==> src/rtl/conv2_buf_5ks_if.sv <==
// Pixel stream in, 5x5 window out: the bus between the pooled feature-map source,
// the conv2 window buffer and the conv2 calculation stage.
interface conv2_buf_5ks_if #(
    parameter int unsigned DATA_BITS = 12
);
    logic                 valid_in;
    logic [DATA_BITS-1:0] data_in;
    logic [DATA_BITS-1:0] out_data [25];
    logic                 valid_out;
    logic                 frame_done;

    modport master (
        output valid_in, data_in,
        input  out_data, valid_out, frame_done
    );

    modport slave (
        input  valid_in, data_in,
        output out_data, valid_out, frame_done
    );
endinterface

==> src/rtl/conv2_buf_5ks.sv <==
// Streaming 5x5 window generator: shift-register line buffer over a raster pixel stream,
// emitting one registered window per accepted pixel at row >= 4 and col >= 4.
module conv2_buf_5ks #(
    parameter int unsigned WIDTH     = 12,
    parameter int unsigned HEIGHT    = 12,
    parameter int unsigned DATA_BITS = 12
) (
    input logic            clk,
    input logic            rst,
    conv2_buf_5ks_if.slave bus
);
    localparam int unsigned LEN      = 4 * WIDTH + 5;
    localparam int unsigned COL_BITS = $clog2(WIDTH);
    localparam int unsigned ROW_BITS = $clog2(HEIGHT);

    logic [DATA_BITS-1:0] line_q [LEN];
    // tap[k] is the pixel accepted k pixels before the one on data_in
    logic [DATA_BITS-1:0] tap    [LEN];
    logic [DATA_BITS-1:0] win_d  [25];
    logic [DATA_BITS-1:0] win_q  [25];
    logic [COL_BITS-1:0]  col_q, col_d;
    logic [ROW_BITS-1:0]  row_q, row_d;
    logic                 col_last, row_last, win_hit;
    logic                 valid_q, done_q;

    assign tap[0] = bus.data_in;
    for (genvar k = 1; k < LEN; k++) begin : g_tap
        assign tap[k] = line_q[k-1];
    end

    for (genvar r = 0; r < 5; r++) begin : g_row
        for (genvar c = 0; c < 5; c++) begin : g_col
            assign win_d[5*r+c] = tap[(4-r)*WIDTH + (4-c)];
        end
    end

    always_comb begin
        col_last = (col_q == COL_BITS'(WIDTH - 1));
        row_last = (row_q == ROW_BITS'(HEIGHT - 1));
        win_hit  = bus.valid_in && (col_q >= COL_BITS'(4)) && (row_q >= ROW_BITS'(4));
        col_d    = col_q;
        row_d    = row_q;
        if (bus.valid_in) begin
            col_d = col_last ? '0 : col_q + 1'b1;
            if (col_last) begin
                row_d = row_last ? '0 : row_q + 1'b1;
            end
        end
    end

    always_ff @(posedge clk) begin
        if (rst) begin
            col_q   <= '0;
            row_q   <= '0;
            valid_q <= 1'b0;
            done_q  <= 1'b0;
            for (int unsigned i = 0; i < LEN; i++) line_q[i] <= '0;
            for (int unsigned i = 0; i < 25; i++) win_q[i] <= '0;
        end else begin
            col_q   <= col_d;
            row_q   <= row_d;
            valid_q <= win_hit;
            done_q  <= bus.valid_in && col_last && row_last;
            if (bus.valid_in) begin
                line_q[0] <= bus.data_in;
                for (int unsigned i = 1; i < LEN; i++) line_q[i] <= line_q[i-1];
            end
            if (win_hit) begin
                win_q <= win_d;
            end
        end
    end

    assign bus.out_data   = win_q;
    assign bus.valid_out  = valid_q;
    assign bus.frame_done = done_q;
endmodule

==> src/flat_wrapper.sv <==
// flat-port wrapper written by rule: the top's interface ports become plain ports
module conv2_buf_5ks_flat 
#(
    parameter int unsigned WIDTH     = 12,
    parameter int unsigned HEIGHT    = 12,
    parameter int unsigned DATA_BITS = 12
)
  (clk, rst, bus_valid_in, bus_data_in, bus_out_data, bus_valid_out, bus_frame_done);
  conv2_buf_5ks_if #(.DATA_BITS(DATA_BITS)) bus_i ();
  input logic clk;
  input logic rst;
  input wire logic [$bits(bus_i.valid_in)-1:0] bus_valid_in;
  input wire logic [$bits(bus_i.data_in)-1:0] bus_data_in;
  output wire logic [$bits(bus_i.out_data)-1:0] bus_out_data;
  output wire logic [$bits(bus_i.valid_out)-1:0] bus_valid_out;
  output wire logic [$bits(bus_i.frame_done)-1:0] bus_frame_done;
  assign bus_i.valid_in = bus_valid_in;
  assign bus_i.data_in = bus_data_in;
  assign bus_out_data = {>>{bus_i.out_data}};
  assign bus_valid_out = bus_i.valid_out;
  assign bus_frame_done = bus_i.frame_done;
  conv2_buf_5ks #(.WIDTH(WIDTH), .HEIGHT(HEIGHT), .DATA_BITS(DATA_BITS)) u_core (.clk(clk), .rst(rst), .bus(bus_i));
endmodule
==> config.mk <==
export PLATFORM = sky130hd
export DESIGN_NAME = conv2_buf_5ks_flat
export DESIGN_NICKNAME = d
export VERILOG_FILES = /design/src/rtl/conv2_buf_5ks_if.sv /design/src/rtl/conv2_buf_5ks.sv /design/src/flat_wrapper.sv
export SDC_FILE = /design/constraint.sdc
export NUM_CORES = 1
export LEC_CHECK = 0
export ABC_AREA = 1
export BUFFER_PORTS_ARGS = -buffer_cell sky130_fd_sc_hd__buf_2
export CORE_ASPECT_RATIO = 0.6
export CORE_UTILIZATION = 59
export DETAILED_ROUTE_END_ITERATION = 6
export HOLD_SLACK_MARGIN = 0.03
export PLACE_DENSITY = 0.79
export SYNTH_ARGS = -nofsm -noshare
export SYNTH_HDL_FRONTEND = slang
export SYNTH_SLANG_ARGS = --single-unit
==> constraint.sdc <==
create_clock -name clk -period 24.1 [get_ports clk]
set_clock_uncertainty 0.15 [all_clocks]
set_input_delay 2.41 -clock clk [delete_from_list [all_inputs] [get_ports clk]]
set_output_delay 2.41 -clock clk [all_outputs]
set_load 0.005 [all_outputs]
==> impl_metrics.py, run 1 <==
metrics = {
    "outcome": {
        "status": "complete, no violations",
    },
    "yosys": {
        "yosys.area_share.simple_pct": 17.3,
        "synth_top_family_by_area": "simple AND/OR/NAND/NOR gates",
        "synthAdderAreaFrac_pct": 0.0687,
        "synth_area_mm2": 0.0364,
        "yosys_warnings": 0,
        "syn_inst": 3686,
        "synth_compound_area_share_pct": 4.05,
        "synth_area_leaders": "edfxtp_1, dfxtp_1, nor2_1",
        "synth_top_area_share_pct": 51.5,
        "synthXorXnorAreaFrac_pct": 0,
        "postSynthNetCount": 3703,
        "synth_top_area_cell": "edfxtp_1",
        "synth_cell_types": 19,
        "synthMuxAreaShare_pct": 0,
        "yosysSeqAreaShare_pct": 68.5,
        "synth.avg_cell_area_um2": 9.88,
        "synth_seq_cells": 934,
    },
    "drt": {
        "drt-total-wl_um": 71000,
        "avgViaCountPerCell": 5.05,
        "drt.antenna.violating_nets": 0,
        "wl_met3_um": 4390,
        "vias": 24100,
        "drc_errors": 0,
        "wl_met2_um": 33000,
        "top_layer_used": "met4",
        "wl_met1_um": 32400,
        "drt_iter0_markers": 2612,
        "wire_per_inst_um": 14.9,
        "drtPass1Iterations": 5,
    },
    "floorplanning": {
        "die-area_mm2": 0.0628,
        "ios": 317,
        "start_util_pct": 59.7,
        "chipHeight_um": 194,
        "die_w_um": 323,
        "fp-row-count": 70,
        "core-area_mm2": 0.0610,
    },
    "timing": {
        "relSlewSlack_pct": 25.0,
        "fmax_mhz": 161,
        "hold_violations": 0,
        "period_share_pct": 25.7,
        "setup_viol": 0,
        "min_period_ns": 6.20,
        "rsz0062_at_grt": "no",
        "slew_violations": 0,
        "final.setup.tns_ns": 0,
        "hold_ws_ns": 0.324,
        "worst_pin_slew_ns": 1.13,
    },
    "global_route": {
        "grt_max_degree": 223,
        "grt_pass1_vias": 22000,
        "grt-ovfl-total": 0,
        "grt_usage_pct": 22.5,
        "grt_pass1_wl_um": 113000,
        "antenna_found_initial": 0,
    },
    "cts": {
        "root_buffer": "clkbuf_16",
        "clock_latency_ns": 0.62,
        "cts_resized": 0,
        "clk_pin_slew_ns": 0.07,
        "post-cts-setup-buffers": 0,
        "cts_tree": "yes",
        "holdBufCountCts": 0,
        "cts_max_path_buffers": 3,
        "htree_levels": 3,
        "numCtsBuffers": 81,
        "clock_sinks": 934,
    },
    "final_layout": {
        "finalNetCount": 3889,
        "area_delta_synth_final_pct": 11.8,
        "drive_above_1_share_pct": 11.8,
        "post-route-util_pct": 66.8,
        "diodes": 0,
    },
    "worst_setup_path": {
        "reg2reg_from": "u_core.row_q[2]",
        "path_class": "in2reg",
        "endpoint_kind": "flip-flop",
        "path_max_fanout": 205,
        "endpoint": "u_core.line_q[2][92]",
        "r2r_cells": 7,
        "worstReg2RegEnd": "u_core.bus.out_data[57]",
        "start_kind": "input port",
        "reg2reg_slack_ns": 20.51,
        "cp-startpoint": "rst",
        "cp_data_required_time_ns": 24.18,
        "crit_arrival_ns": 6.28,
    },
    "pwr": {
        "power_density_mw_per_mm2": 80.0,
        "ir_drop_uv": 51.4,
        "p_leak_nw": 17.4,
    },
    "placed_design": {
        "gp_congestion": 0.807,
        "portBuffers": 316,
        "hpwl_um": 41500,
    },
    "hold_path": {
        "hold_path.class": "reg2reg",
    },
    "flow_run": {
        "cap_viol_max_count": 0,
    },
}
stage by stage:
| step | std cells | setup WS, ns | power, mW | instance area (um^2) |
|---|---|---|---|---|
| floorplan | 3686 | 6.57 | 1.96 | 36400 |
| global placement | 4617 | 17.25 | 1.96 | 38000 |
| detailed placement | 4617 | 17.22 | 1.96 | 38000 |
| CTS | 4761 | 17.90 | 3.28 | 40700 |
| global route | 4761 | 17.59 | 3.37 | 40700 |
| finish | 4761 | 17.90 | 3.26 | 40700 |
critical path, stage by stage:
cell and delay [ns]:
buf_6 0.49, inv_8 0.45, nand2_4 0.93, buf_12 0.80, buf_12 0.85
cell type report:
type / count / area (um^2)
clock buffers: 113 / 2320
clock inverters: 31 / 379
fillers: 4587 / 20200
inverters: 645 / 2440
multi-input cells: 1875 / 7830
flip-flops and latches: 934 / 24900
well taps: 828 / 1040
repair buffers: 335 / 1780
layer usage:
layer	vias to the layer above	global-route usage (%)
met5	-	0
met4	0	5.88
met3	102	4.54
met2	605	34.3
met1	11400	33.2
li1	11900	-
worst min path at each step:
stage | start | endpoint | cells past startpoint
6_report | u_core.bus.out_data[91] | u_core.bus.out_data[91] | 2
5_1_grt | u_core.bus.out_data[232] | u_core.bus.out_data[232] | 2
4_1_cts | u_core.line_q[3][38] | u_core.bus.out_data[290] | 2
3_5_place_dp | u_core.line_q[3][38] | u_core.bus.out_data[290] | 2
3_3_place_gp | u_core.bus.out_data[252] | u_core.bus.out_data[252] | 2
2_1_floorplan | u_core.line_q[3][36] | u_core.bus.out_data[288] | 2
power breakdown:
| group | total, mW | internal [mW] | switching (mW) |
|---|---|---|---|
| logic | 0.124 | 0.0276 | 0.0965 |
| clock network | 1.33 | 0.770 | 0.560 |
| registers | 1.81 | 1.79 | 0.0204 |
synthesized netlist by cell type:
cell type and instances:
nand3_1 297, clkbuf_1 46, dfxtp_1 310, buf_4 16
buf_2 127, inv_1 642, inv_2 3, nor2_1 948
buf_6 20, nor2_2 1, nand2_1 331, edfxtp_1 624
a21oi_1 290, nand4_1 1, o21ai_0 3, nor2_4 1
buf_1 23, ha_1 2, o21bai_1 1
flip-flops by register name, summed over array words and instances, names as in the netlist:
name,count
u_core.col_q,4
u_core.line_q,624
u_core.row_q,4
u_core.bus.out_data,300
u_core.bus.frame_done,1
u_core.bus.valid_out,1
logic make-up after synthesis:
| logic type | Yosys count |
|---|---|
| flops | 934 |
| buf+inv | 877 |
| compound gates | 294 |
| fa+ha+maj | 2 |
| simple gates | 1579 |
placed cells by master (no fill, tap or decap), drive strengths merged:
cell type | Yosys | layout
nor2 | 950 | 950
inv | 645 | 645
edfxtp | 624 | 624
buf | 186 | 335
nand2 | 331 | 331
dfxtp | 310 | 310
nand3 | 297 | 297
a21oi | 290 | 290
clkbuf | 46 | 113
clkinv | 0 | 20
bufinv | 0 | 9
o21ai | 3 | 3
ha | 2 | 2
clkinvlp | 0 | 2
nand4 | 1 | 1
o21bai | 1 | 1
(Power assumes the default switching activity.)
==> inputs of run 2 (changes only) <==
--- a/config.mk
+++ b/config.mk
@@ -5,7 +5,7 @@
 export SDC_FILE = /design/constraint.sdc
 export NUM_CORES = 1
 export LEC_CHECK = 0
-export ABC_AREA = 1
+export ABC_AREA = 0
 export BUFFER_PORTS_ARGS = -buffer_cell sky130_fd_sc_hd__buf_2
 export CORE_ASPECT_RATIO = 0.6
 export CORE_UTILIZATION = 59
==> constraint.sdc (replaced) <==
create_clock -name clk -period 6.2 [get_ports clk]
set_clock_uncertainty 0.15 [all_clocks]
set_input_delay 0.62 -clock clk [delete_from_list [all_inputs] [get_ports clk]]
set_output_delay 0.62 -clock clk [all_outputs]
set_load 0.005 [all_outputs]
==> run 2 against run 1 <==
- core utilization grew 1.6 points
- synthesized cell count shrank 28%
- clock power grew to 3.8 times the previous value
- via count shrank 18%
- final area shrank 5.8%
- critical path depth shrank 2
- register-to-register slack lost 17 ns
- critical path type unchanged
- total power grew to 3.8 times the previous value
==> impl_metrics.py, run 2 <==
metrics = {
    "final_layout": {
        "top_register": "u_core.line_q",
        "final_cell_mix": "edfxtp_1, nand2_1, and2_1",
        "layout_commonest_cell": "edfxtp_1",
        "design_area_mm2": 0.0383,
        "post-route-util_pct": 68.4,
        "drive_above_1_share_pct": 15.6,
        "largest_register_ff_count": 624,
        "finalNetCount": 2932,
        "area_delta_synth_final_pct": 13.9,
    },
    "cts": {
        "cts_tree": "yes",
        "cts_resized": 0,
        "root_buffer": "clkbuf_16",
        "numCtsBuffers": 80,
        "clock_latency_ns": 0.61,
        "clock_sinks": 934,
        "post-cts-setup-buffers": 0,
        "holdBufCountCts": 0,
        "cts_max_path_buffers": 3,
        "htree_levels": 3,
        "clk_pin_slew_ns": 0.06,
    },
    "placed_design": {
        "gp_congestion": 0.816,
        "dpl_cell_area_mm2": 0.0357,
        "hpwl_um": 36800,
        "portBuffers": 316,
        "place_ws_ns": 2.67,
    },
    "floorplanning": {
        "ios": 317,
        "start_util_pct": 60.0,
        "chipHeight_um": 187,
        "die-area_mm2": 0.0580,
        "core-area_mm2": 0.0561,
        "die_w_um": 310,
        "fp-row-count": 67,
    },
    "drt": {
        "drtPass1Iterations": 7,
        "drt-total-wl_um": 62800,
        "drt.antenna.violating_nets": 0,
        "vias": 19700,
        "wire_per_inst_um": 16.8,
        "drc_errors": 0,
        "drt_iter0_markers": 1646,
        "avgViaCountPerCell": 5.26,
    },
    "timing": {
        "final.setup.tns_ns": 0,
        "min_period_ns": 2.88,
        "worst_pin_slew_ns": 1.12,
        "hold_violations": 0,
        "rsz0062_at_grt": "no",
        "setup_viol": 0,
        "fmax_mhz": 347,
        "slew_violations": 0,
        "period_share_pct": 46.5,
        "relSlewSlack_pct": 25.3,
        "fin_ws_ns": 3.32,
    },
    "pwr": {
        "ir_drop_uv": 222,
        "power_density_mw_per_mm2": 324,
        "p_leak_nw": 15.0,
    },
    "global_route": {
        "antenna_found_initial": 3,
        "grt_usage_pct": 21.6,
        "grt_max_degree": 329,
        "grt_pass1_vias": 19100,
        "grt_pass1_wl_um": 99200,
        "grt-ovfl-total": 0,
    },
    "yosys": {
        "synth_most_common_cell": "edfxtp_1",
        "synth-edff-count": 624,
        "synthFlopType": "edfxtp_1",
        "syn_inst": 2669,
        "synthArstFlopShare_pct": 0,
        "synth_top_area_share_pct": 55.7,
        "synth_top_area_cell": "edfxtp_1",
        "synth_common_cells": "edfxtp_1, nand2_1, and2_1",
        "yosys_warnings": 0,
        "synth_cell_types": 31,
        "synth.avg_cell_area_um2": 12.6,
        "synth_seq_cells": 934,
        "postSynthNetCount": 2686,
        "yosysSeqAreaShare_pct": 74.1,
        "synth_area_mm2": 0.0337,
        "synth_area_leaders": "edfxtp_1, dfxtp_1, and2_1",
    },
    "worst_setup_path": {
        "max_stage_delay_ns": 0.90,
        "cp_data_required_time_ns": 6.29,
        "path_class": "in2reg",
        "endpoint_kind": "flip-flop",
        "path_max_fanout": 144,
        "crit_slowest_cell": "or2_4",
        "reg2reg_slack_ns": 3.52,
        "path_cells": "buf_8 > or2_4 > buf_4",
        "start_kind": "input port",
        "crit_arrival_ns": 2.97,
    },
    "hold_path": {
        "hold_path.class": "in2reg",
    },
    "flow_run": {
        "cap_viol_max_count": 0,
    },
    "outcome": {
        "status": "complete, no violations",
    },
}
run 2: metrics by stage:
stage                     std cells  hold slack (ns)  power, mW
after floorplan                2669            0.303       7.39
after global routing           3740           0.0830       12.8
after detailed placement       3592            0.293       7.49
after global placement         3592            0.290       7.48
final                          3742            0.101       12.4
after CTS                      3740           0.0627       12.5
run 2: layout make-up:
| class | count | area, um^2 |
|---|---|---|
| tap | 759 | 950 |
| clock buffer | 112 | 2320 |
| antenna | 2 | 5.00 |
| multi-input combinational | 1561 | 7950 |
| sequential | 934 | 24900 |
| inverter | 2 | 7.51 |
| fill | 3820 | 17700 |
| timing repair buffer | 336 | 1820 |
| clock inverter | 36 | 347 |
run 2: final timing paths:
kind                                          startpoint                        to  cells after the start
worst min-delay path                      bus_data_in[3]    u_core.bus.out_data[3]                      3
worst min register to register  u_core.bus.out_data[107]  u_core.bus.out_data[107]                      2
worst max-delay path                                 rst     u_core.line_q[0][136]                      3
worst max register to register           u_core.col_q[3]  u_core.bus.out_data[135]                      4
run 2: metal layers:
layer	vias up	track usage [%]	wire, um
met5	-	0	0
met4	0	6.10	1330
met3	105	5.61	4150
met2	461	33.3	29200
met1	9693	30.6	28100
li1	9408	-	-
run 2: cell families after synthesis:
kind of cell	synth area share, %
multiplexers	0.0892
adder cells (fa/ha/maj)	0.0743
flip-flops	74.1
AND/OR/NAND/NOR	18.7
buffers and inverters	2.34
XOR/XNOR	0.0260
AO/OA/AOI/OAI	4.63
run 2: critical path: cells and delay by family:
kind	cells	cell delay (ns)
and+or+nand+nor	1	0.90
buffers and inverters	2	1.34
run 2: power breakdown:
part           switching (mW)  leakage [nW]  internal, mW
combinational           0.198          4.24        0.0973
sequential              0.120          9.39          6.94
clock                    2.19          1.32          2.88
total                    2.51          15.0          9.92
==> inputs of run 3 (changes only) <==
==> constraint.sdc (replaced) <==
create_clock -name clk -period 2.8 [get_ports clk]
set_clock_uncertainty 0.15 [all_clocks]
set_input_delay 0.28 -clock clk [delete_from_list [all_inputs] [get_ports clk]]
set_output_delay 0.28 -clock clk [all_outputs]
set_load 0.005 [all_outputs]
==> run 3 against run 2 <==
- core utilization rose by 0.67 points
- non-clock buffer count grew 29
- sequential power up 120%
- flip-flop and latch count unchanged
- clock power rose by 120%
- clock-buffer cell count is 11 higher
- combinational power grew 140%
- highest routed layer unchanged
- largest cell class unchanged
- worst setup slack got worse by 2.9 ns
- routed wire length is 0.41% higher
- sequential share of layout area is 0.63 points lower
- final area grew 0.98%
- critical path type is now reg2reg
- via count rose by 0.11%
==> impl_metrics.py, run 3 (same netlist as run 2, synthesis figures left out) <==
metrics = {
    "worst_setup_path": {
        "cp_num_buf_inv": 2,
        "endpoint_kind": "flip-flop",
        "cp_top_family": "buffers and inverters",
        "start_kind": "flip-flop",
        "crit_slowest_cell": "dlygate4sd3_1",
        "cp_data_required_time_ns": 3.20,
        "path_max_fanout": 153,
        "crit_arrival_ns": 2.77,
        "path_depth": 5,
        "path_cells": "o221ai_4 > buf_12 > nand2_1 > a21oi_1 > dlygate4sd3_1",
        "r2r_cells": 5,
        "max_stage_delay_ns": 0.56,
        "path_class": "reg2reg",
    },
    "final_layout": {
        "final_cell_mix": "edfxtp_1, nand2_1, and2_1",
        "largest_register_ff_count": 624,
        "top_register": "u_core.line_q",
        "area_delta_synth_final_pct": 15.0,
        "design_area_mm2": 0.0387,
        "instances_no_fill": 3771,
        "finalNetCount": 2961,
        "drive_above_1_share_pct": 15.8,
        "post-route-util_pct": 69.0,
        "layout_commonest_cell": "edfxtp_1",
        "fill_cells": 3793,
    },
    "outcome": {
        "status": "complete, no violations",
    },
    "floorplanning": {
        "core-area_mm2": 0.0561,
        "fp-row-count": 67,
        "chipHeight_um": 187,
        "die_w_um": 310,
        "start_util_pct": 60.0,
        "ios": 317,
        "die-area_mm2": 0.0580,
    },
    "flow_run": {
        "cap_viol_max_count": 0,
    },
    "drt": {
        "wire_per_inst_um": 16.7,
        "drt.antenna.violating_nets": 0,
        "vias": 19700,
        "drt-total-wl_um": 63000,
        "avgViaCountPerCell": 5.22,
        "drc_errors": 0,
        "drtPass1Iterations": 5,
        "drt_iter0_markers": 1672,
    },
    "timing": {
        "fin_ws_ns": 0.430,
        "period_share_pct": 84.6,
        "min_period_ns": 2.37,
        "relSlewSlack_pct": 32.4,
        "setup_viol": 0,
        "hold_violations": 0,
        "worst_pin_slew_ns": 1.01,
        "fmax_mhz": 422,
        "slew_violations": 0,
        "rsz0062_at_grt": "no",
    },
    "cts": {
        "cts_max_path_buffers": 3,
        "clock_latency_ns": 0.61,
        "clock_sinks": 934,
        "numCtsBuffers": 80,
        "clk_pin_slew_ns": 0.06,
        "root_buffer": "clkbuf_16",
        "cts_tree": "yes",
        "htree_levels": 3,
        "post-cts-setup-buffers": 0,
    },
    "global_route": {
        "grt_usage_pct": 21.5,
        "grt_max_degree": 215,
        "antenna_found_initial": 1,
        "grt_pass1_wl_um": 98900,
        "grt-ovfl-total": 0,
        "grt_pass1_vias": 18900,
    },
    "placed_design": {
        "portBuffers": 316,
        "place_ws_ns": 0.644,
        "gp_congestion": 0.801,
        "place_inst": 3604,
        "hpwl_um": 37800,
        "dpl_cell_area_mm2": 0.0359,
    },
    "pwr": {
        "power_density_mw_per_mm2": 708,
        "power.total_mw": 27.4,
        "p_sw_mw": 5.53,
        "p_seq_share_pct": 57.0,
        "intPower_mw": 21.9,
        "combinationalPowerShare_pct": 2.6,
        "power.share.clock_pct": 40.4,
        "ir_drop_uv": 445,
        "swShare_pct": 20.2,
        "p_leak_nw": 15.1,
    },
    "hold_path": {
        "hold-path-cell-count": 2,
        "hold_path.class": "reg2reg",
    },
}
-- run 3: per-stage QoR --
step,TNS (ns),hold WS [ns]
6_report,0,0.301
3_3_place_gp,0,0.288
5_1_grt,0,0.315
3_5_place_dp,0,0.293
4_1_cts,0,0.291
2_1_floorplan,-1848.36,0.266
-- run 3: worst min-delay path, cell delays in order (launching register included) --
cell	delay, ns
dfxtp_1	0.30
nand2_1	0.05
a21oi_1	0.05
-- run 3: power by group through the flow --
stage | clock [mW] | combinational (mW) | sequential, mW
final | 11.1 | 0.704 | 15.6
after detailed placement | 0 | 0.695 | 15.9
after floorplan | 0 | 0.523 | 15.8
after global placement | 0 | 0.666 | 15.9
after CTS | 11.3 | 0.715 | 15.6
after global routing | 11.8 | 0.778 | 15.7
-- run 3: cell type report --
cell class	instances	area (um^2)	area share, %
multi-input combinational	1561	7950	20.5
tap	759	950	2.45
timing repair buffer	365	2200	5.69
sequential	934	24900	64.4
clock buffer	123	2460	6.36
clock inverter	26	200	0.517
inverter	2	7.51	0.0194
antenna	1	2.50	0.00646
-- run 3: timing repair --
item                                   in CTS  in global routing
hold buffers                               17                  0
endpoints found under the hold margin      87                  0
resized for setup                           0                  0
-- run 3: final timing paths --
| path | from | to | slack (ns) |
|---|---|---|---|
| hold / removal | u_core.bus.out_data[193] | u_core.bus.out_data[193] | 0.30 |
| setup / recovery | u_core.row_q[2] | u_core.bus.out_data[2] | 0.43 |
| hold reg to reg | u_core.bus.out_data[193] | u_core.bus.out_data[193] | 0.30 |
| setup reg to reg | u_core.row_q[2] | u_core.bus.out_data[2] | 0.43 |
-- run 3: metal layers --
layer	vias to the layer above	share of wire [%]	global-route usage, %
li1	9474	-	-
met1	9659	45	31.1
met2	458	47	32.8
met3	98	6.2	5.22
met4	0	1.9	5.61
met5	-	0	0
